**src/rtl/sdram_seq_pkg.sv**
```systemverilog
// Shared definitions for the SDRAM command sequencer: phase codes,
// the phase enum and the width of the per-phase timer.
package sdram_seq_pkg;

    localparam int TIMER_W = 8;

    localparam logic [2:0] PH_PRE  = 3'b000;
    localparam logic [2:0] PH_ACT  = 3'b001;
    localparam logic [2:0] PH_WCMD = 3'b010;
    localparam logic [2:0] PH_RCMD = 3'b011;
    localparam logic [2:0] PH_DATA = 3'b100;
    localparam logic [2:0] PH_WREC = 3'b101;
    localparam logic [2:0] PH_IDLE = 3'b111;

    // 3'b110 has no member; the FSM treats it as illegal and recovers to IDLE.
    typedef enum logic [2:0] {
        PRE  = PH_PRE,
        ACT  = PH_ACT,
        WCMD = PH_WCMD,
        RCMD = PH_RCMD,
        DATA = PH_DATA,
        WREC = PH_WREC,
        IDLE = PH_IDLE
    } phase_t;

endpackage

```
**src/rtl/sdram_cmd_sequencer_if.sv**
```systemverilog
// Request handshake and bank-side control bundle of the SDRAM command
// sequencer. The front end / bench uses the master modport, the sequencer
// uses the slave modport.
interface sdram_cmd_sequencer_if
    import sdram_seq_pkg::*;
#(
    parameter int ROW_W = 12
);
    logic               ReqValid;
    logic               ReqRw;
    logic [ROW_W-1:0]   ReqRow;
    logic               ReqReady;
    logic               BusStall;
    logic [2:0]         LdState;
    logic               TimerLd;
    logic [TIMER_W-1:0] TimerCount;
    logic               RwState;
    logic               BusySignal;
    logic               Done;

    modport master (
        output ReqValid, ReqRw, ReqRow, BusStall,
        input  ReqReady, LdState, TimerLd, TimerCount, RwState, BusySignal, Done
    );

    modport slave (
        input  ReqValid, ReqRw, ReqRow, BusStall,
        output ReqReady, LdState, TimerLd, TimerCount, RwState, BusySignal, Done
    );

endinterface

```
**src/rtl/sdram_phase_timer.sv**
```systemverilog
// Loadable down-counter timing each sequencer phase. Load wins over hold;
// the count parks at zero until the next load.
module sdram_phase_timer
    import sdram_seq_pkg::*;
(
    input  logic               Clk,
    input  logic               Reset,
    input  logic               load,
    input  logic [TIMER_W-1:0] load_value,
    input  logic               hold,
    output logic [TIMER_W-1:0] count,
    output logic               zero
);

    // Count register: load at phase entry, otherwise decrement unless held.
    // NOTE: sequential state uses non-blocking assignments so every register
    // samples the pre-edge values, independent of statement order.
    always_ff @(posedge Clk or negedge Reset) begin
        if (!Reset) begin
            count <= '0;
        end else if (load) begin
            count <= load_value;
        end else if (!hold && count != '0) begin
            count <= count - 1'b1;
        end
    end

    assign zero = (count == '0);

endmodule

```
**src/rtl/sdram_cmd_sequencer.sv**
```systemverilog
// SDRAM command sequencer: walks one request at a time through
// PRE -> ACT -> RCMD/WCMD -> DATA (-> WREC) and drives the bank-side bundle.
// Optional feature: define SDRAM_OPEN_ROW_EN to keep the row open after a
// transaction and skip PRE/ACT for a request to that same row.
module sdram_cmd_sequencer
    import sdram_seq_pkg::*;
#(
    parameter int T_RP      = 2,
    parameter int T_RCD     = 2,
    parameter int CAS_LAT   = 2,
    parameter int BURST_LEN = 4,
    parameter int T_WR      = 2,
    parameter int ROW_W     = 12
)(
    input  logic                 Clk,
    input  logic                 Reset,
    sdram_cmd_sequencer_if.slave bus
);

    phase_t             state;
    phase_t             next_state;
    logic               rw_q;
    logic               timer_ld_q;
    logic               timer_load;
    logic               timer_hold;
    logic               timer_zero;
    logic [TIMER_W-1:0] timer_count;
    logic [TIMER_W-1:0] load_value;
    logic               accept;
    logic               row_hit;
    logic               done;

    // Timer load value for the first cycle of a phase; a phase lasts load+1 cycles.
    function automatic logic [TIMER_W-1:0] phase_load(input phase_t ph);
        case (ph)
            PRE:     return TIMER_W'(T_RP - 1);
            ACT:     return TIMER_W'(T_RCD - 1);
            RCMD:    return TIMER_W'(CAS_LAT - 1);
            DATA:    return TIMER_W'(BURST_LEN);
            WREC:    return TIMER_W'(T_WR - 1);
            default: return '0;
        endcase
    endfunction

    assign accept = (state == IDLE) && bus.ReqValid;

`ifdef SDRAM_OPEN_ROW_EN
    logic [ROW_W-1:0] open_row_q;
    logic             row_valid_q;

    // Open-row tracking: row latched on accept, marked valid once the transaction completes.
    always_ff @(posedge Clk or negedge Reset) begin
        if (!Reset) begin
            open_row_q  <= '0;
            row_valid_q <= 1'b0;
        end else if (accept) begin
            open_row_q  <= bus.ReqRow;
            row_valid_q <= 1'b0;
        end else if (done) begin
            row_valid_q <= 1'b1;
        end
    end

    assign row_hit = row_valid_q && (bus.ReqRow == open_row_q);
`else
    assign row_hit = 1'b0;
`endif

    // Next-phase decode and timer control.
    always_comb begin
        // NOTE: every signal gets a default before the case so no path leaves
        // it unassigned, which would infer a latch.
        next_state = state;
        case (state)
            IDLE: if (bus.ReqValid)
                      next_state = row_hit ? (bus.ReqRw ? WCMD : RCMD) : PRE;
            PRE:  if (timer_zero) next_state = ACT;
            ACT:  if (timer_zero) next_state = rw_q ? WCMD : RCMD;
            WCMD: if (timer_zero) next_state = DATA;
            RCMD: if (timer_zero) next_state = DATA;
            DATA: if (timer_zero && !bus.BusStall) next_state = rw_q ? WREC : IDLE;
            WREC: if (timer_zero) next_state = IDLE;
            default: next_state = IDLE;
        endcase
        timer_load = (next_state != state);
        load_value = phase_load(next_state);
        timer_hold = (state == DATA) && bus.BusStall;
    end

    // Phase register, phase-entry pulse and latched direction.
    always_ff @(posedge Clk or negedge Reset) begin
        if (!Reset) begin
            state      <= IDLE;
            timer_ld_q <= 1'b0;
            rw_q       <= 1'b0;
        end else begin
            state      <= next_state;
            timer_ld_q <= timer_load && (next_state != IDLE);
            if (accept) rw_q <= bus.ReqRw;
        end
    end

    sdram_phase_timer u_timer (
        .Clk        (Clk),
        .Reset      (Reset),
        .load       (timer_load),
        .load_value (load_value),
        .hold       (timer_hold),
        .count      (timer_count),
        .zero       (timer_zero)
    );

    // A stalled final DATA cycle is not the final cycle, so Done waits for it.
    assign done = timer_zero &&
                  (((state == DATA) && !bus.BusStall && !rw_q) || (state == WREC));

    assign bus.LdState    = state;
    assign bus.TimerLd    = timer_ld_q;
    assign bus.TimerCount = timer_count;
    assign bus.RwState    = rw_q;
    assign bus.BusySignal = (state == DATA) && bus.BusStall;
    assign bus.Done       = done;
    assign bus.ReqReady   = (state == IDLE);

endmodule

```
**src/flat_wrapper.sv**
```systemverilog
// flat-port wrapper written by rule: the top's interface ports become plain ports
module sdram_cmd_sequencer_flat import sdram_seq_pkg::*;
#(
    parameter int T_RP      = 2,
    parameter int T_RCD     = 2,
    parameter int CAS_LAT   = 2,
    parameter int BURST_LEN = 4,
    parameter int T_WR      = 2,
    parameter int ROW_W     = 12
)
  (Clk, Reset, bus_ReqValid, bus_ReqRw, bus_ReqRow, bus_BusStall, bus_ReqReady, bus_LdState, bus_TimerLd, bus_TimerCount, bus_RwState, bus_BusySignal, bus_Done);
  sdram_cmd_sequencer_if #(.ROW_W(ROW_W)) bus_i ();
  input  logic Clk;
  input  logic Reset;
  input wire logic [$bits(bus_i.ReqValid)-1:0] bus_ReqValid;
  input wire logic [$bits(bus_i.ReqRw)-1:0] bus_ReqRw;
  input wire logic [$bits(bus_i.ReqRow)-1:0] bus_ReqRow;
  input wire logic [$bits(bus_i.BusStall)-1:0] bus_BusStall;
  output wire logic [$bits(bus_i.ReqReady)-1:0] bus_ReqReady;
  output wire logic [$bits(bus_i.LdState)-1:0] bus_LdState;
  output wire logic [$bits(bus_i.TimerLd)-1:0] bus_TimerLd;
  output wire logic [$bits(bus_i.TimerCount)-1:0] bus_TimerCount;
  output wire logic [$bits(bus_i.RwState)-1:0] bus_RwState;
  output wire logic [$bits(bus_i.BusySignal)-1:0] bus_BusySignal;
  output wire logic [$bits(bus_i.Done)-1:0] bus_Done;
  assign bus_i.ReqValid = bus_ReqValid;
  assign bus_i.ReqRw = bus_ReqRw;
  assign bus_i.ReqRow = bus_ReqRow;
  assign bus_i.BusStall = bus_BusStall;
  assign bus_ReqReady = bus_i.ReqReady;
  assign bus_LdState = bus_i.LdState;
  assign bus_TimerLd = bus_i.TimerLd;
  assign bus_TimerCount = bus_i.TimerCount;
  assign bus_RwState = bus_i.RwState;
  assign bus_BusySignal = bus_i.BusySignal;
  assign bus_Done = bus_i.Done;
  sdram_cmd_sequencer #(.T_RP(T_RP), .T_RCD(T_RCD), .CAS_LAT(CAS_LAT), .BURST_LEN(BURST_LEN), .T_WR(T_WR), .ROW_W(ROW_W)) u_core (.Clk(Clk), .Reset(Reset), .bus(bus_i));
endmodule
```
**config.mk**
```make
export PLATFORM = sky130hd
export DESIGN_NAME = sdram_cmd_sequencer_flat
export DESIGN_NICKNAME = d
export VERILOG_FILES = /design/src/rtl/sdram_seq_pkg.sv /design/src/rtl/sdram_cmd_sequencer_if.sv /design/src/rtl/sdram_phase_timer.sv /design/src/rtl/sdram_cmd_sequencer.sv /design/src/flat_wrapper.sv
export SDC_FILE = /design/constraint.sdc
export NUM_CORES = 1
export LEC_CHECK = 0
export BUFFER_PORTS_ARGS = -buffer_cell sky130_fd_sc_hd__buf_2
export CAP_MARGIN = 20
export CORE_MARGIN = 5
export CORE_UTILIZATION = 32
export CTS_CLUSTER_DIAMETER = 80
export DETAILED_ROUTE_END_ITERATION = 16
export SLEW_MARGIN = 20
export SYNTH_ARGS = -nofsm -noshare
export SYNTH_HDL_FRONTEND = slang
export SYNTH_HIERARCHICAL = 1
export SYNTH_SLANG_ARGS = --single-unit
```
**constraint.sdc**
```tcl
create_clock -name Clk -period 4.29 [get_ports Clk]
set_input_delay 0.429 -clock Clk [delete_from_list [all_inputs] [get_ports Clk]]
set_output_delay 0.429 -clock Clk [all_outputs]
set_load 0.02 [all_outputs]
```
==> summary.md <==
| Metric | Value |
|---|---|
| Switching share of power | 0.474 |
| Post-Place Cells | 161 |
| Max_slew headroom | 0.544 |
| Placed Area | 1060 um^2 |
| Post-synth top area share | 0.266 |
| Met2 WL | 1070 um |
| Logic pwr share | 0.532 |
| Die Ht | 64.2 um |
| Setup CP Type | flip-flop to flip-flop |
| Post-cts resize count | 0 |
| Vias | 908 |
| Synth warn | 6 |
| NetSw | 0.330 mW |
| CTS Buffer Depth | 2 |
| Hold Path Class | primary input to async pin |
| TritonCTS clock tree | yes |
| Largest cells by area after synthesis | dfrtp_1 (27%), dfstp_2 (8.4%), nor2_1 (4.4%) |
| Area Growth Syn to Fin | 15.0% |
| Worst skew pair latency | 0.27 ns |
| Top cell by count, worst path | inv_1 |
| CP startpoint kind | flip-flop |
| Ys async rst share | 1.00 |
| Clock tree sinks | 13 |
| Initial drt markers | 106 |
| Leakage | 0.488 nW |
| Total track usage | 0.112 |
| Fmax | 0.329 GHz |
| TritonRoute pass-1 iters | 4 |
| Synth Instances | 112 |
| DRC Markers | 0 |
| Initial antenna violation count | 0 |
| Internal power of the cells | 0.367 mW |
| Wire per inst | 13.9 um |
| Minimum clock period | 3.04 ns |
| Antenna cell count | 0 |
| Buffer count from post-CTS setup fixing | 0 |
| CTS root buffer | clkbuf_4 |
| Clock Power Share | 0.107 |
| Hold-fix buffers, CTS | 0 |
| Worst hold-check slack | 0.0301 ns |
| Routability cong. | 0.844 |
| Core box area | 2780 um^2 |
| #FFs+latches synth | 13 |
| P per Cell Area | 644 nW/um^2 |
| Final setup violation count | 0 |
| Least-Margin Pin Slew | 0.679 ns |
| Fin nets | 154 |
| Final ANT Viol Nets | 0 |
| Horiz. Die Dim | 64.2 um |
| Worst-path clk slew | 0.08 ns |
| Slew Viols, Final | 0 |
| Largest net degree at the start of global routing | 15 |
| Pre-CTS WS | 1.30 ns |
| Met1 wire length | 1090 um |
| Main synth FF type | dfrtp_1 |
| Initial core utilization | 0.338 |
| First-pass GRT wire length | 3880 um |
| Vias in the first global route | 894 |
| # rows | 19 |
| Number of synthesized flops with an enable pin | 0 |
| Run status | finished, final reports clean |
| Critical Path, Cell by Cell | inv_1, ha_1, or3b_2, nor2_1, buf_4, a21oi_1, a211o_1, nand3_1, inv_1, o311a_1, a221o_1 |
| Slowest cell delay on critical path | 0.51 ns |
| Share of layout cells above drive strength 1 | 0.261 |
| DR WL met3 | 141 um |
| Syn_area_per_cell | 8.40 um^2 |
| Flop pwr share | 0.361 |
| CTS Buf Count | 3 |
| RSZ-0062 raised after global routing | false |
| Delay-heaviest family, CP | simple AND/OR/NAND/NOR gates |
| CP Max Fanout | 12 |
| DP Wirelength | 1690 um |
| H-tree depth | 1 |
| WP buf/inv | 3 |
| Grt ovf | 0 |
| # IOs | 33 |
| Setup crit end kind | flip-flop |
| Hold Vio Cnt, Final | 0 |
| Final std cells w/o fill | 165 |
| Mapped Area | 941 um^2 |
| Final period utilization | 0.709 |
| Max Used Layer | met3 |
| Vias/cell | 5.50 |
| Synth unique cells | 49 |
| Design area | 1080 um^2 |
| Die ar. | 4120 um^2 |
| Post-synth top area cell | dfrtp_1 |
| CP required | 4.45 ns |
| Critical-path cell with the highest stage delay | or3b_2 |
| Max Cap Viol | 0 |
| Number of buffers added on ports | 20 |
| Drt total wl | 2290 um |
| Maximum VDD drop | 306 uV |
| Final setup margin | 1.25 ns |
| Final setup skew | 0.00513 ns |
| Setup tns final | 0 ns |
| Sequential share of the synthesized area | 0.350 |
| CP Data Arrival Time | 3.20 ns |
## cell usage after synthesis (all sizes together) (2+ instances only)
| cell type | count |
|---|---|
| a211o | 2 |
| a211oi | 2 |
| a21o | 2 |
| a21oi | 5 |
| a31oi | 3 |
| buf | 6 |
| clkbuf | 2 |
| dfrtp | 10 |
| dfstp | 3 |
| ha | 2 |
| inv | 8 |
| nand2 | 8 |
| nand2b | 2 |
| nand3 | 2 |
| nor2 | 11 |
| nor2b | 2 |
| nor3 | 5 |
| nor3b | 2 |
| o21ai | 6 |
| o22ai | 2 |
| or3 | 2 |
| or4 | 3 |
## placed cells by master (no fill, tap or decap), drive strengths merged, types with 4 or more instances in the layout
cell	instances
nand2	8
clkbuf	4
o21ai	6
inv	8
conb	6
a21oi	5
buf	21
dfrtp	10
nor2	11
nor3	5
## cell families after synthesis
| kind of cell | count (synthesis) | synth area share |
|---|---|---|
| AOI/OAI and AO/OA | 35 | 0.269 |
| adders and majority gates | 3 | 0.0386 |
| DFF | 13 | 0.350 |
| buffers and inverters | 16 | 0.0851 |
| other | 1 | 0.00399 |
| and+or+nand+nor | 44 | 0.254 |
## registers in the layout (all words and copies together), names as in the netlist
name,count
u_core/u_timer/count,8
u_core/bus.LdState,3
u_core/bus.RwState,1
u_core/bus.TimerLd,1
## metal layers
layer,up-vias,track usage
met2,22,0.196
met1,424,0.136
li1,462,-
met4,0,0.0305
met5,-,0
met3,0,0.0280
## worst reg2reg max path, delay by kind of cell, from the launching register on
| kind | cells | cell delay, ns |
|---|---|---|
| flops | 1 | 0.42 |
| simple gates | 3 | 0.88 |
| buf+inv | 3 | 0.59 |
| fa+ha+maj | 1 | 0.21 |
| compound gates | 4 | 0.83 |
## metrics by stage
step / total power [mW] / util
after global routing: 0.756 / 0.389
after detailed placement: 0.621 / 0.380
after global placement: 0.612 / 0.380
final: 0.697 / 0.389
after floorplan: 0.531 / -
after CTS: 0.701 / 0.389
## layout make-up
| type | instances | area (um^2) |
|---|---|---|
| flip-flops and latches | 13 | 329 |
| well taps | 31 | 38.8 |
| multi-input cells | 88 | 551 |
| clock buffers | 4 | 26.3 |
| inverters | 8 | 30.0 |
| fillers | 301 | 1700 |
| repair buffers | 21 | 108 |
## path summary, 6_finish.rpt
path,start,end,slack [ns],cells past startpoint
min in group Clk,bus_ReqRw,u_core/bus.RwState,0.35,3
max reg2reg,u_core/u_timer/count[0],u_core/u_timer/count[7],1.25,11
max in group asynchronous,Reset,u_core/bus.LdState[2],3.97,1
min,Reset,u_core/u_timer/count[4],0.03,1
max,u_core/u_timer/count[0],u_core/u_timer/count[7],1.25,11
min reg2reg,u_core/bus.RwState,u_core/bus.RwState,0.58,2
## power by group through the flow
stage | Sequential [mW] | Combinational [mW] | Clock (mW)
final | 0.252 | 0.371 | 0.0748
after global routing | 0.264 | 0.407 | 0.0852
after CTS | 0.252 | 0.371 | 0.0783
after detailed placement | 0.252 | 0.369 | 0
after global placement | 0.252 | 0.360 | 0
after floorplan | 0.279 | 0.252 | 0
Note: power is estimated with default switching activity, not from simulation.
